[src/rtl/alu_seq_pkg.sv]
// alu_seq_pkg: opcodes, instruction layout and FSM encoding shared by
// the ALU op sequencer and its environment.
package alu_seq_pkg;

  localparam logic [3:0] OP_ADD  = 4'd0;
  localparam logic [3:0] OP_SUB  = 4'd1;
  localparam logic [3:0] OP_CMP  = 4'd2;
  localparam logic [3:0] OP_AND  = 4'd3;
  localparam logic [3:0] OP_OR   = 4'd4;
  localparam logic [3:0] OP_NOT  = 4'd5;
  localparam logic [3:0] OP_INC  = 4'd6;
  localparam logic [3:0] OP_DEC  = 4'd7;
  localparam logic [3:0] OP_SHL0 = 4'd8;
  localparam logic [3:0] OP_SHL1 = 4'd9;
  localparam logic [3:0] OP_SHR0 = 4'd10;
  localparam logic [3:0] OP_SHR1 = 4'd11;
  localparam logic [3:0] OP_SLA  = 4'd12;
  localparam logic [3:0] OP_SRA  = 4'd13;
  localparam logic [3:0] OP_ROL  = 4'd14;
  localparam logic [3:0] OP_ROR  = 4'd15;

  localparam int INSN_W  = 13;
  localparam int RES_W   = 5;
  localparam int A_LSB   = 9;
  localparam int B_LSB   = 5;
  localparam int M_LSB   = 1;
  localparam int CIN_BIT = 0;

  typedef enum logic [2:0] {
    S_IDLE,
    S_ISSUE,
    S_WAIT,
    S_CAPTURE,
    S_DONE
  } state_e;

endpackage

[src/rtl/alu_op_sequencer_if.sv]
// alu_op_sequencer_if: operand/opcode bus to the ALU accumulator and
// its {of, r} response.
interface alu_op_sequencer_if;
  logic [3:0] a;
  logic [3:0] b;
  logic [3:0] m;
  logic       cin;
  logic [3:0] r;
  logic       of;

  modport master (
    output a, b, m, cin,
    input  r, of
  );

  modport slave (
    input  a, b, m, cin,
    output r, of
  );
endinterface

[src/rtl/alu_seq_regfile.sv]
// alu_seq_regfile: DEPTH x W array, one synchronous write port and
// one combinational read port; contents are not reset.
module alu_seq_regfile #(
  parameter int DEPTH = 16,
  parameter int W     = 13
) (
  input  logic         clk,
  input  logic         we,
  input  logic [3:0]   waddr,
  input  logic [W-1:0] wdata,
  input  logic [3:0]   raddr,
  output logic [W-1:0] rdata
);
  localparam int AW = $clog2(DEPTH);

  logic [W-1:0] mem_q [DEPTH];

  always_ff @(posedge clk) begin
    if (we) mem_q[waddr[AW-1:0]] <= wdata;
  end

  assign rdata = mem_q[raddr[AW-1:0]];
endmodule

[src/rtl/alu_op_sequencer.sv]
// alu_op_sequencer: issues a stored {a,b,m,cin} program to the ALU
// accumulator one entry at a time and records each {of, r}.
module alu_op_sequencer
  import alu_seq_pkg::*;
#(
  parameter int DEPTH    = 16,
  parameter int RESP_LAT = 1
) (
  input  logic              Clk,
  input  logic              nReset,
  input  logic              prog_we,
  input  logic [3:0]        prog_addr,
  input  logic [INSN_W-1:0] prog_data,
  input  logic [4:0]        len,
  input  logic              start,
  input  logic              abort,
  output logic              busy,
  output logic              done,
  alu_op_sequencer_if.master acc,
  input  logic [3:0]        res_addr,
  output logic [RES_W-1:0]  res_data,
  output logic [4:0]        of_count
);
  localparam logic [4:0] LEN_MAX = 5'(DEPTH);
  localparam logic [2:0] WAIT_LD = 3'(RESP_LAT - 1);

  state_e            state_q;
  logic [3:0]        pc_q;
  logic [4:0]        len_q;
  logic [4:0]        ofc_q;
  logic [2:0]        wcnt_q;
  logic [3:0]        a_q, b_q, m_q;
  logic              cin_q, busy_q, done_q;
  logic [INSN_W-1:0] insn;
  logic [4:0]        len_d;
  logic              last;
  logic              prog_wr;
  logic              res_wr;

  assign len_d   = (len > LEN_MAX) ? LEN_MAX : len;
  assign last    = ({1'b0, pc_q} == len_q - 5'd1);
  assign prog_wr = prog_we && (state_q == S_IDLE);
  // abort in the capture cycle suppresses the result write
  assign res_wr  = (state_q == S_CAPTURE) && !abort;

  alu_seq_regfile #(.DEPTH(DEPTH), .W(INSN_W)) u_prog (
    .clk   (Clk),
    .we    (prog_wr),
    .waddr (prog_addr),
    .wdata (prog_data),
    .raddr (pc_q),
    .rdata (insn)
  );

  alu_seq_regfile #(.DEPTH(DEPTH), .W(RES_W)) u_res (
    .clk   (Clk),
    .we    (res_wr),
    .waddr (pc_q),
    .wdata ({acc.of, acc.r}),
    .raddr (res_addr),
    .rdata (res_data)
  );

  always_ff @(posedge Clk or negedge nReset) begin
    if (!nReset) begin
      state_q <= S_IDLE;
      pc_q    <= '0;
      len_q   <= '0;
      ofc_q   <= '0;
      wcnt_q  <= '0;
      a_q     <= '0;
      b_q     <= '0;
      m_q     <= '0;
      cin_q   <= 1'b0;
      busy_q  <= 1'b0;
      done_q  <= 1'b0;
    end else if (abort && state_q != S_IDLE) begin
      state_q <= S_IDLE;
      busy_q  <= 1'b0;
      done_q  <= 1'b0;
      a_q     <= '0;
      b_q     <= '0;
      m_q     <= '0;
      cin_q   <= 1'b0;
    end else begin
      done_q <= 1'b0;
      unique case (state_q)
        S_IDLE: begin
          if (start && !abort) begin
            if (len == 5'd0) begin
              done_q  <= 1'b1;
              state_q <= S_DONE;
            end else begin
              len_q   <= len_d;
              pc_q    <= '0;
              ofc_q   <= '0;
              busy_q  <= 1'b1;
              state_q <= S_ISSUE;
            end
          end
        end
        S_ISSUE: begin
          a_q     <= insn[A_LSB +: 4];
          b_q     <= insn[B_LSB +: 4];
          m_q     <= insn[M_LSB +: 4];
          cin_q   <= insn[CIN_BIT];
          wcnt_q  <= WAIT_LD;
          state_q <= (RESP_LAT == 1) ? S_CAPTURE : S_WAIT;
        end
        S_WAIT: begin
          wcnt_q <= wcnt_q - 3'd1;
          if (wcnt_q <= 3'd1) state_q <= S_CAPTURE;
        end
        S_CAPTURE: begin
          if (acc.of && ofc_q != 5'd31) ofc_q <= ofc_q + 5'd1;
          if (last) begin
            state_q <= S_DONE;
            busy_q  <= 1'b0;
            done_q  <= 1'b1;
            a_q     <= '0;
            b_q     <= '0;
            m_q     <= '0;
            cin_q   <= 1'b0;
          end else begin
            pc_q    <= pc_q + 4'd1;
            state_q <= S_ISSUE;
          end
        end
        S_DONE: begin
          state_q <= S_IDLE;
        end
        default: begin
          state_q <= S_IDLE;
        end
      endcase
    end
  end

  assign busy     = busy_q;
  assign done     = done_q;
  assign of_count = ofc_q;
  assign acc.a    = a_q;
  assign acc.b    = b_q;
  assign acc.m    = m_q;
  assign acc.cin  = cin_q;
endmodule
[src/flat_wrapper.sv]
// flat-port wrapper written by rule: the top's interface ports become plain ports
module alu_op_sequencer_flat import alu_seq_pkg::*;
#(
  parameter int DEPTH    = 16,
  parameter int RESP_LAT = 1
)
  (Clk, nReset, prog_we, prog_addr, prog_data, len, start, abort, busy, done, res_addr, res_data, of_count, acc_a, acc_b, acc_m, acc_cin, acc_r, acc_of);
  alu_op_sequencer_if acc_i ();
  input  logic Clk;
  input  logic nReset;
  input  logic prog_we;
  input  logic [3:0] prog_addr;
  input  logic [INSN_W-1:0] prog_data;
  input  logic [4:0] len;
  input  logic start;
  input  logic abort;
  output logic busy;
  output logic done;
  input  logic [3:0] res_addr;
  output logic [RES_W-1:0] res_data;
  output logic [4:0] of_count;
  output wire logic [$bits(acc_i.a)-1:0] acc_a;
  output wire logic [$bits(acc_i.b)-1:0] acc_b;
  output wire logic [$bits(acc_i.m)-1:0] acc_m;
  output wire logic [$bits(acc_i.cin)-1:0] acc_cin;
  input wire logic [$bits(acc_i.r)-1:0] acc_r;
  input wire logic [$bits(acc_i.of)-1:0] acc_of;
  assign acc_a = acc_i.a;
  assign acc_b = acc_i.b;
  assign acc_m = acc_i.m;
  assign acc_cin = acc_i.cin;
  assign acc_i.r = acc_r;
  assign acc_i.of = acc_of;
  alu_op_sequencer #(.DEPTH(DEPTH), .RESP_LAT(RESP_LAT)) u_core (.Clk(Clk), .nReset(nReset), .prog_we(prog_we), .prog_addr(prog_addr), .prog_data(prog_data), .len(len), .start(start), .abort(abort), .busy(busy), .done(done), .acc(acc_i), .res_addr(res_addr), .res_data(res_data), .of_count(of_count));
endmodule
[config.mk]
export PLATFORM = sky130hd
export DESIGN_NAME = alu_op_sequencer_flat
export DESIGN_NICKNAME = d
export VERILOG_FILES = /design/src/rtl/alu_seq_pkg.sv /design/src/rtl/alu_op_sequencer_if.sv /design/src/rtl/alu_seq_regfile.sv /design/src/rtl/alu_op_sequencer.sv /design/src/flat_wrapper.sv
export SDC_FILE = /design/constraint.sdc
export NUM_CORES = 1
export LEC_CHECK = 0
export ABC_AREA = 1
export CAP_MARGIN = 40
export CORE_MARGIN = 4
export CORE_UTILIZATION = 49
export CTS_CLUSTER_DIAMETER = 200
export DETAILED_ROUTE_END_ITERATION = 8
export MAX_ROUTING_LAYER = met4
export PLACE_DENSITY_LB_ADDON = 0.3
export SYNTH_ARGS = -nofsm -noshare
export SYNTH_HDL_FRONTEND = slang
export SYNTH_SLANG_ARGS = --single-unit
[constraint.sdc]
create_clock -name Clk -period 5 [get_ports Clk]
set_input_delay 1 -clock Clk [delete_from_list [all_inputs] [get_ports Clk]]
set_output_delay 1 -clock Clk [all_outputs]
set_load 0.005 [all_outputs]
# --- Yosys cells after proc, flatten, opt, wreduce, memory -nomap -nowiden ---
# Memories as Yosys holds them, arrays and structs flattened.
# Cells that the tools add are included.
# Widths: inputs -> output; s select.
op_classes:
  mux: 39
  order_cmp: 2
  n_addsub: 4
  bitwise: 2
  reduce_logical: 20
  n_eq_ne: 13
ops:
  columns: ["operator", "n"]
  rows:
  - ["$pmux 4 s2", 4]
  - ["$mux 4", 7]
  - ["$mux 5", 4]
  - ["$mux 3", 5]
  - ["$mux 1", 13]
  - ["$pmux 3 s4", 1]
  - ["$pmux 5 s2", 1]
  - ["$reduce_and 5->1", 2]
  - ["$reduce_bool 3->1", 3]
  - ["$ne 2x2->1 const B", 4]
  - ["$reduce_and 4->1", 2]
  - ["$eq 3x2->1 const B", 2]
  - ["$ne 3x3->1 const B", 2]
  - ["$pmux 1 s2", 3]
  - ["$pmux 3 s2", 1]
  - ["$reduce_and 2->1", 3]
  - ["$add 5x1->5 const B", 1]
  - ["$eq 4x5->1", 1]
  - ["$gt 5x5->1 const B", 1]
  - ["$logic_and 1x1->1", 5]
  - ["$logic_not 5->1", 1]
  - ["$ne 5x5->1 const B", 1]
  - ["$sub 5x1->5 const B", 1]
  - ["$add 4x1->4 const B", 1]
  - ["other kinds (9)", 11]
totals:
  input_bits: 36
  memories: 2
  out_inout_bits: 25
  register_bits: 35
  ram_bits: 288
memory_table:
  columns: ["name", "depth", "word_bits", "read_ports", "rd_clocked_by_memory_dff", "wr", "line_no", "rtl"]
  rows:
  - ["u_core.u_prog.mem_q", 16, 13, 1, 0, 1, "alu_seq_regfile.sv:16", "logic [W-1:0] mem_q [DEPTH];"]
  - ["u_core.u_res.mem_q", 16, 5, 1, 0, 1, "alu_seq_regfile.sv:16", null]

# --- Logic depth before layout (Yosys ltp) ---
# Gate-level depths: netlist of run 1.
depth:
  ltp_word: 5
  depth_mapped: 13

# --- Hierarchy ---
# Synthesis of run 1 repeated with hierarchy kept, for this count alone.
unflattened:
  hier_cells: 1446
  area_unflattened_um2: 14387.5
modules_own_cells:
  columns: ["mod", "area_per_inst_um2", "cells_per_inst", "seq_area_each_um2", "n_inst"]
  rows:
  - ["alu_seq_regfile (u_core.u_prog)", 9012.4, 865, 6246.0, 1]
  - ["alu_seq_regfile (u_core.u_res)", 3582.2, 352, 2402.3, 1]
  - ["alu_op_sequencer", 1793.0, 229, 875.8, 1]

# --- Worst setup path before layout of run 1 ---
# OpenSTA, ideal clock, no wires.
synth_path:
  kind: "input -> output"
  from: "input res_addr[0]"
  to: "output res_data[2]"
  setup_slack_ps: 2194
  arrival_time_ps: 1806
  n_path_buf: 1
  cell_stages: 8
  path_cell_list: "inv_1 -> clkbuf_1 -> nor2_1 -> nor2_1 -> o21ai_0 -> o211ai_1 -> o211ai_1 -> nand2_1"
synth_via:
  elab_chain_cells: 1
synth_lines:
  columns: ["element", "line_no", "rtl"]
  rows:
  - ["start, declared", "flat_wrapper.sv:19", "input logic [3:0] res_addr;"]
  - ["$mem_v2 16x5", null, null]
  - ["end, declared", "flat_wrapper.sv:20", "output logic [RES_W-1:0] res_data;"]
# Every way passes these cells.

# --- Worst setup path in the final report of run 1 ---
layout_path:
  from: "input res_addr[0]"
  to: "output res_data[4]"
# Same word-level chain as after synthesis.

==> impl_metrics.tcl, run 1 <==
set metrics [dict create \
    r2r_slack_ns 2.46 \
    area_delta_synth_final_pct 15.0 \
    path_class "in -> out" \
    cp.buffers_inverters 4 \
    clock_latency_ns 0.51 \
    die_height_um 177 \
    final_area_mm2 0.0160 \
    hold_class "reg -> reg" \
    min_period_ns 4.12 \
    layout_commonest_cell "nand2_1" \
    first_pass_iters 6 \
    slew_headroom_pct 46.6 \
    crit_family "buffers and inverters" \
    worst_slew_pin_slew_ns 0.802 \
    crit_end "res_data[4]" \
    dr.first_iter.drc_count 844 \
    yosys.area.top_type "edfxtp_1" \
    pre_cts_ws_ns 0.891 \
    ys_ff_latch 323 \
    skew_ns 0.0175 \
    path_clk_slew_ns 0.05 \
    io_buffers 60 \
    drcViolationCount 0 \
    grt_pass1_vias 9169 \
    ant_nets 0 \
    use_met2_pct 32.3 \
    rows 61 \
    num_vias 9393 \
    antenna_found_initial 0 \
    grt_busiest_layer "met2" \
    crit_chain "clkdlybuf4s50_1, inv_1, buf_12, nor2_1, nor2_1, o21ai_0, o211ai_1, o211ai_1, nand2_1, clkdlybuf4s50_1" \
    status "completed" \
    pin_count 61 \
    cts_resized 0 \
    cp_slowest_cell "clkdlybuf4s50_1" \
    syn-num-nets 1393 \
    layout.nets 1462 \
    drive_above_1_share_pct 6.67 \
    cts_buffers 35 \
    leakage_nw 6.51 \
    routed_wl_um 30700 \
    slew_viol_final 0 \
    endpoint_kind "output port" \
    required_ns 4.00 \
    post-route-util_pct 57.3 \
    grt_max_degree 85 \
    dpl_cell_area_mm2 0.0150 \
    syn_inst 1348 \
    cts_setup_buffers 0 \
    netlist_area_mm2 0.0139 \
    mostFrequentLayoutCells "495 x nand2_1, 288 x edfxtp_1, 143 x nor2_1" \
    gp_congestion 0.842 \
    n_antenna_cell 0 \
    r2r_start "u_core.state_q[0]$_DFFE_PN0P_" \
    path_max_fanout 25 \
    drv_cap 0 \
    clkSinkCount 323 \
    cp.depth 10 \
    worst_slack_ns 0.878 \
    dpl.hpwl_um 18800 \
    die_w_um 177 \
    timing.final.hold_violations 0 \
    startpoint "res_addr[0]" \
    synth_cell_types 32 \
    synth_top_flop_cell "edfxtp_1" \
    grt.met3_usage_pct 3.34 \
    core_area_mm2 0.0279 \
    max_freq_mhz 243 \
    grt_pass1_wl_um 48700 \
    finalPower_mw 7.17 \
    setup_tns_ns 0 \
    finalSetupViolations 0 \
    cts_tree "done" \
    peakVddDrop_mv 0.386 \
    clockRootBuffer "clkbuf_16" \
    ys_top_cells_by_area "edfxtp_1 62%, nand2_1 13%, dfrtp_1 6.3%, nor2_1 3.9%, inv_1 3.0%" \
    synth_top_area_share_pct 62.1 \
    cp-start-kind "input pin" \
    finalCritPeriodShare_pct 82.4 \
    avgViaCountPerCell 5.17 \
    track_usage_pct 20.4 \
    grt-ovfl-total 0 \
    yosysWarningCount 0 \
    max_stage_delay_ns 0.51 \
    yosysSeqAreaShare_pct 68.4 \
    synth_edf_count 288 \
    arrival_ns 3.12 \
    cts_buffer_depth 3 \
    rsz0062_at_grt "no" \
    rr_worst_depth 6 \
    start_util_pct 49.8 \
    die_area_mm2 0.0312 \
    wl_per_cell_um 16.9 \
    crit-reg2reg-capture "u_core.u_prog.mem_q[14][7]$_DFFE_PP_" \
    powerDensity_mw_per_mm2 448 \
    cts_max_level 2 \
    holdBufCountCts 0 \
    async_reset_ff_share_pct 10.8 \
    grt_util_met1_pct 27.9 \
    syn_area_per_cell_um2 10.3 \
]
-- per-stage QoR --
| stage | hold WS, ns | std cells |
|---|---|---|
| final | 0.478 | 1818 |
| after global routing | 0.513 | 1818 |
| after detailed placement | 0.467 | 1758 |
| after floorplan | 0.452 | 1348 |
| after CTS | 0.482 | 1818 |
| after global placement | 0.468 | 1756 |
-- worst min path at each step --
stage,endpoint,from,slack [ns],cells past startpoint
final,u_core.wcnt_q[1]$_DFFE_PN0P_,u_core.wcnt_q[1]$_DFFE_PN0P_,0.48,2
after global routing,u_core.acc.b[0]$_DFFE_PN0P_,u_core.acc.b[0]$_DFFE_PN0P_,0.51,2
after CTS,u_core.acc.b[1]$_DFFE_PN0P_,u_core.acc.b[1]$_DFFE_PN0P_,0.48,2
after detailed placement,u_core.acc.b[1]$_DFFE_PN0P_,u_core.acc.b[1]$_DFFE_PN0P_,0.47,2
after global placement,u_core.wcnt_q[1]$_DFFE_PN0P_,u_core.wcnt_q[1]$_DFFE_PN0P_,0.47,2
after floorplan,u_core.wcnt_q[1]$_DFFE_PN0P_,u_core.wcnt_q[1]$_DFFE_PN0P_,0.45,2
-- layer usage --
layer | up-vias | routed length [um]
met2 | 320 | 14600
met1 | 4441 | 13600
met3 | 60 | 1970
met5 | - | 0
met4 | 0 | 608
li1 | 4572 | -
-- worst register-to-register path, cell delays in order, from the launching register on --
cell and delay, ns:
dfrtp_1 0.41, inv_1 0.10, nand3_2 0.13, nor2_1 0.47
nand3_1 0.27, nor2_1 0.54, buf_4 0.31
-- synth_stat cells, types with 2 or more instances --
cell,n
nand2_1,495
edfxtp_1,288
nor2_1,144
inv_1,110
nand3_1,70
o21ai_0,69
dfrtp_1,35
buf_2,25
clkbuf_1,21
o211ai_1,20
o21ai_1,14
ha_1,9
inv_2,8
a21oi_1,7
buf_4,4
buf_6,4
nand2_2,4
xor2_1,3
buf_1,2
nand4_1,2
nor2_2,2
o31ai_1,2
-- cells by family after synthesis --
logic type               Yosys count  synth area share (%)
adder cells (fa/ha/maj)            9                 0.809
XOR/XNOR                           4                 0.252
AND/OR/NAND/NOR                  722                  20.5
buffers and inverters            174                  5.24
AO/OA/AOI/OAI                    116                  4.77
flip-flops                       323                  68.4
-- flip-flops by register name, summed over array words and instances (netlist names) --
name and cells:
u_core.acc.m 4, u_core.state_q 3, u_core.acc.cin 1, u_core.acc.a 4, u_core.acc.b 4, u_core.u_res.mem_q 80, u_core.u_prog.mem_q 208, u_core.pc_q 4
u_core.of_count 5, u_core.done 1, u_core.len_q 5, u_core.busy 1, u_core.wcnt_q 3
-- power by group --
group	internal (mW)	switching [mW]
registers	3.09	0.0886
logic	0.549	1.07
clock network	1.39	0.991
total	5.03	2.15
-- layout make-up --
cell class                      count  area [um2]
Clock buffer                       43         906
Sequential cell                   323        9530
Clock inverter                     17         148
Timing Repair Buffer               88         846
Tap cell                          378         473
Multi-Input combinational cell    851        3670
Inverter                          118         444
Fill cell                        2272       11900
No activity file was read; power rests on OpenSTA's default activity.
==> run 2: changes to the inputs <==
==> constraint.sdc (replaced) <==
create_clock -name Clk -period 3.7 [get_ports Clk]
set_input_delay 0.74 -clock Clk [delete_from_list [all_inputs] [get_ports Clk]]
set_output_delay 0.74 -clock Clk [all_outputs]
set_load 0.005 [all_outputs]
==> impl_metrics.tcl, run 2 (synthesized netlist as in run 1, its figures left out) <==
set metrics [dict create \
    status "completed" \
    finalCritPeriodShare_pct 90.7 \
    worst_slew_pin_slew_ns 0.826 \
    grt_pass1_vias 9305 \
    cts_setup_buffers 0 \
    rsz0062_at_grt "no" \
    die_w_um 177 \
    grt_max_degree 59 \
    area_delta_synth_final_pct 15.3 \
    first_pass_iters 5 \
    die_height_um 177 \
    rr_worst_depth 10 \
    pwr-share-seq_pct 44.5 \
    gp_congestion 0.799 \
    cts_tree "done" \
    hold_class "in -> async" \
    clkSinkCount 323 \
    cts_resized 0 \
    hold_slack_ns 0.324 \
    n_antenna_cell 0 \
    powerDensity_mw_per_mm2 606 \
    required_ns 2.96 \
    p_switching_mw 2.94 \
    pwr-share-comb_pct 22.2 \
    path_class "in -> out" \
    setup_tns_ns 0 \
    path_clk_slew_ns 0.05 \
    ant_nets 0 \
    largest_reg_flops 208 \
    skew_ns 0.0118 \
    mostFrequentLayoutCells "495 x nand2_1, 288 x edfxtp_1, 144 x nor2_1" \
    fill_cells 2290 \
    dpl.hpwl_um 19000 \
    layout_commonest_cell "nand2_1" \
    crit-reg2reg-capture "u_core.acc.a[2]$_DFFE_PN0P_" \
    leakage_nw 6.52 \
    arrival_ns 2.62 \
    io_buffers 60 \
    path_max_fanout 40 \
    finalSetupViolations 0 \
    slew_viol_final 0 \
    avgViaCountPerCell 5.16 \
    track_usage_pct 20.8 \
    finalPower_mw 9.73 \
    drcViolationCount 0 \
    dr.first_iter.drc_count 849 \
    clockRootBuffer "clkbuf_16" \
    antenna_found_initial 0 \
    drive_above_1_share_pct 6.91 \
    core_area_mm2 0.0279 \
    p_int_mw 6.80 \
    clock_latency_ns 0.52 \
    start_util_pct 49.8 \
    p_clk_share_pct 33.3 \
    min_period_ns 3.36 \
    routed_wl_um 30800 \
    r2r_slack_ns 1.22 \
    wl_per_cell_um 16.9 \
    max_freq_mhz 298 \
    rows 61 \
    holdBufCountCts 0 \
    pin_count 61 \
    num_vias 9422 \
    die_area_mm2 0.0312 \
    drv_cap 0 \
    p_sw_share_pct 30.2 \
    grt_pass1_wl_um 49700 \
    peakVddDrop_mv 0.436 \
    timing.final.hold_violations 0 \
    layout.nets 1466 \
    dpl_cell_area_mm2 0.0150 \
    endpoint_kind "output port" \
    cts_buffers 35 \
    cp-start-kind "input pin" \
    final_area_mm2 0.0161 \
    cts_buffer_depth 3 \
    r2r_start "u_core.pc_q[1]$_DFFE_PN0P_" \
    cts_max_level 2 \
    slew_headroom_pct 44.9 \
    grt-ovfl-total 0 \
]
-- run 2: cell count changes in the layout (fill, tap and decap cells not counted), moves of 2 or more --
| cell | change |
|---|---|
| clkinv_2 | -2 |
| clkinvlp_4 | +3 |
| clkbuf_1 | +5 |
| buf_4 | +5 |
| clkinv_1 | -2 |
-- run 2: worst max-delay path: stages --
cell and delay [ns]:
clkdlybuf4s50_1 0.46, buf_4 0.32, o21ai_0 0.17, o211ai_1 0.19, o211ai_1 0.14, nand2_1 0.09
clkdlybuf4s50_1 0.49
-- run 2: per-stage QoR --
step	utilization (%)	std cells	setup WS, ns
6_report	57.5	1826	0.343
5_1_grt	57.5	1826	0.127
4_1_cts	57.5	1826	0.333
3_5_place_dp	53.6	1762	0.338
3_3_place_gp	53.5	1761	0.398
2_1_floorplan	-	1348	1.41
-- run 2: layout make-up --
cell class                      instances  area (um2)  area share [%]
Sequential cell                       323        9530            59.4
Multi-Input combinational cell        851        3670            22.9
Clock buffer                           49         950            5.92
Timing Repair Buffer                   92         868            5.41
Tap cell                              378         473            2.95
Inverter                              118         444            2.77
Clock inverter                         15         115           0.717
-- run 2: layer usage --
layer  global-route usage [%]  vias to the layer above  share of wire [%]
li1                         -                     4580                  -
met1                     28.1                     4454                 43
met2                     32.9                      323                 47
met3                     3.73                       65                7.2
met4                     6.09                        0                2.3
met5                        -                        -                  0
-- run 2: power by group through the flow --
stage / registers, mW / clock network (mW) / logic (mW)
after global placement: 4.40 / 0 / 2.10
after detailed placement: 4.40 / 0 / 2.17
after CTS: 4.33 / 3.29 / 2.18
after floorplan: 4.34 / 0 / 1.49
after global routing: 4.35 / 3.46 / 2.47
final: 4.33 / 3.24 / 2.16
-- run 2: worst max-delay path by stage --
| stage | slack (ns) | cells after the start | endpoint | startpoint |
|---|---|---|---|---|
| floorplan | 1.41 | 8 | res_data[2] | res_addr[0] |
| global placement | 0.40 | 10 | res_data[1] | res_addr[0] |
| detailed placement | 0.34 | 7 | res_data[3] | res_addr[1] |
| CTS | 0.33 | 7 | res_data[3] | res_addr[1] |
| global route | 0.13 | 10 | res_data[1] | res_addr[0] |
| finish | 0.34 | 7 | res_data[3] | res_addr[1] |
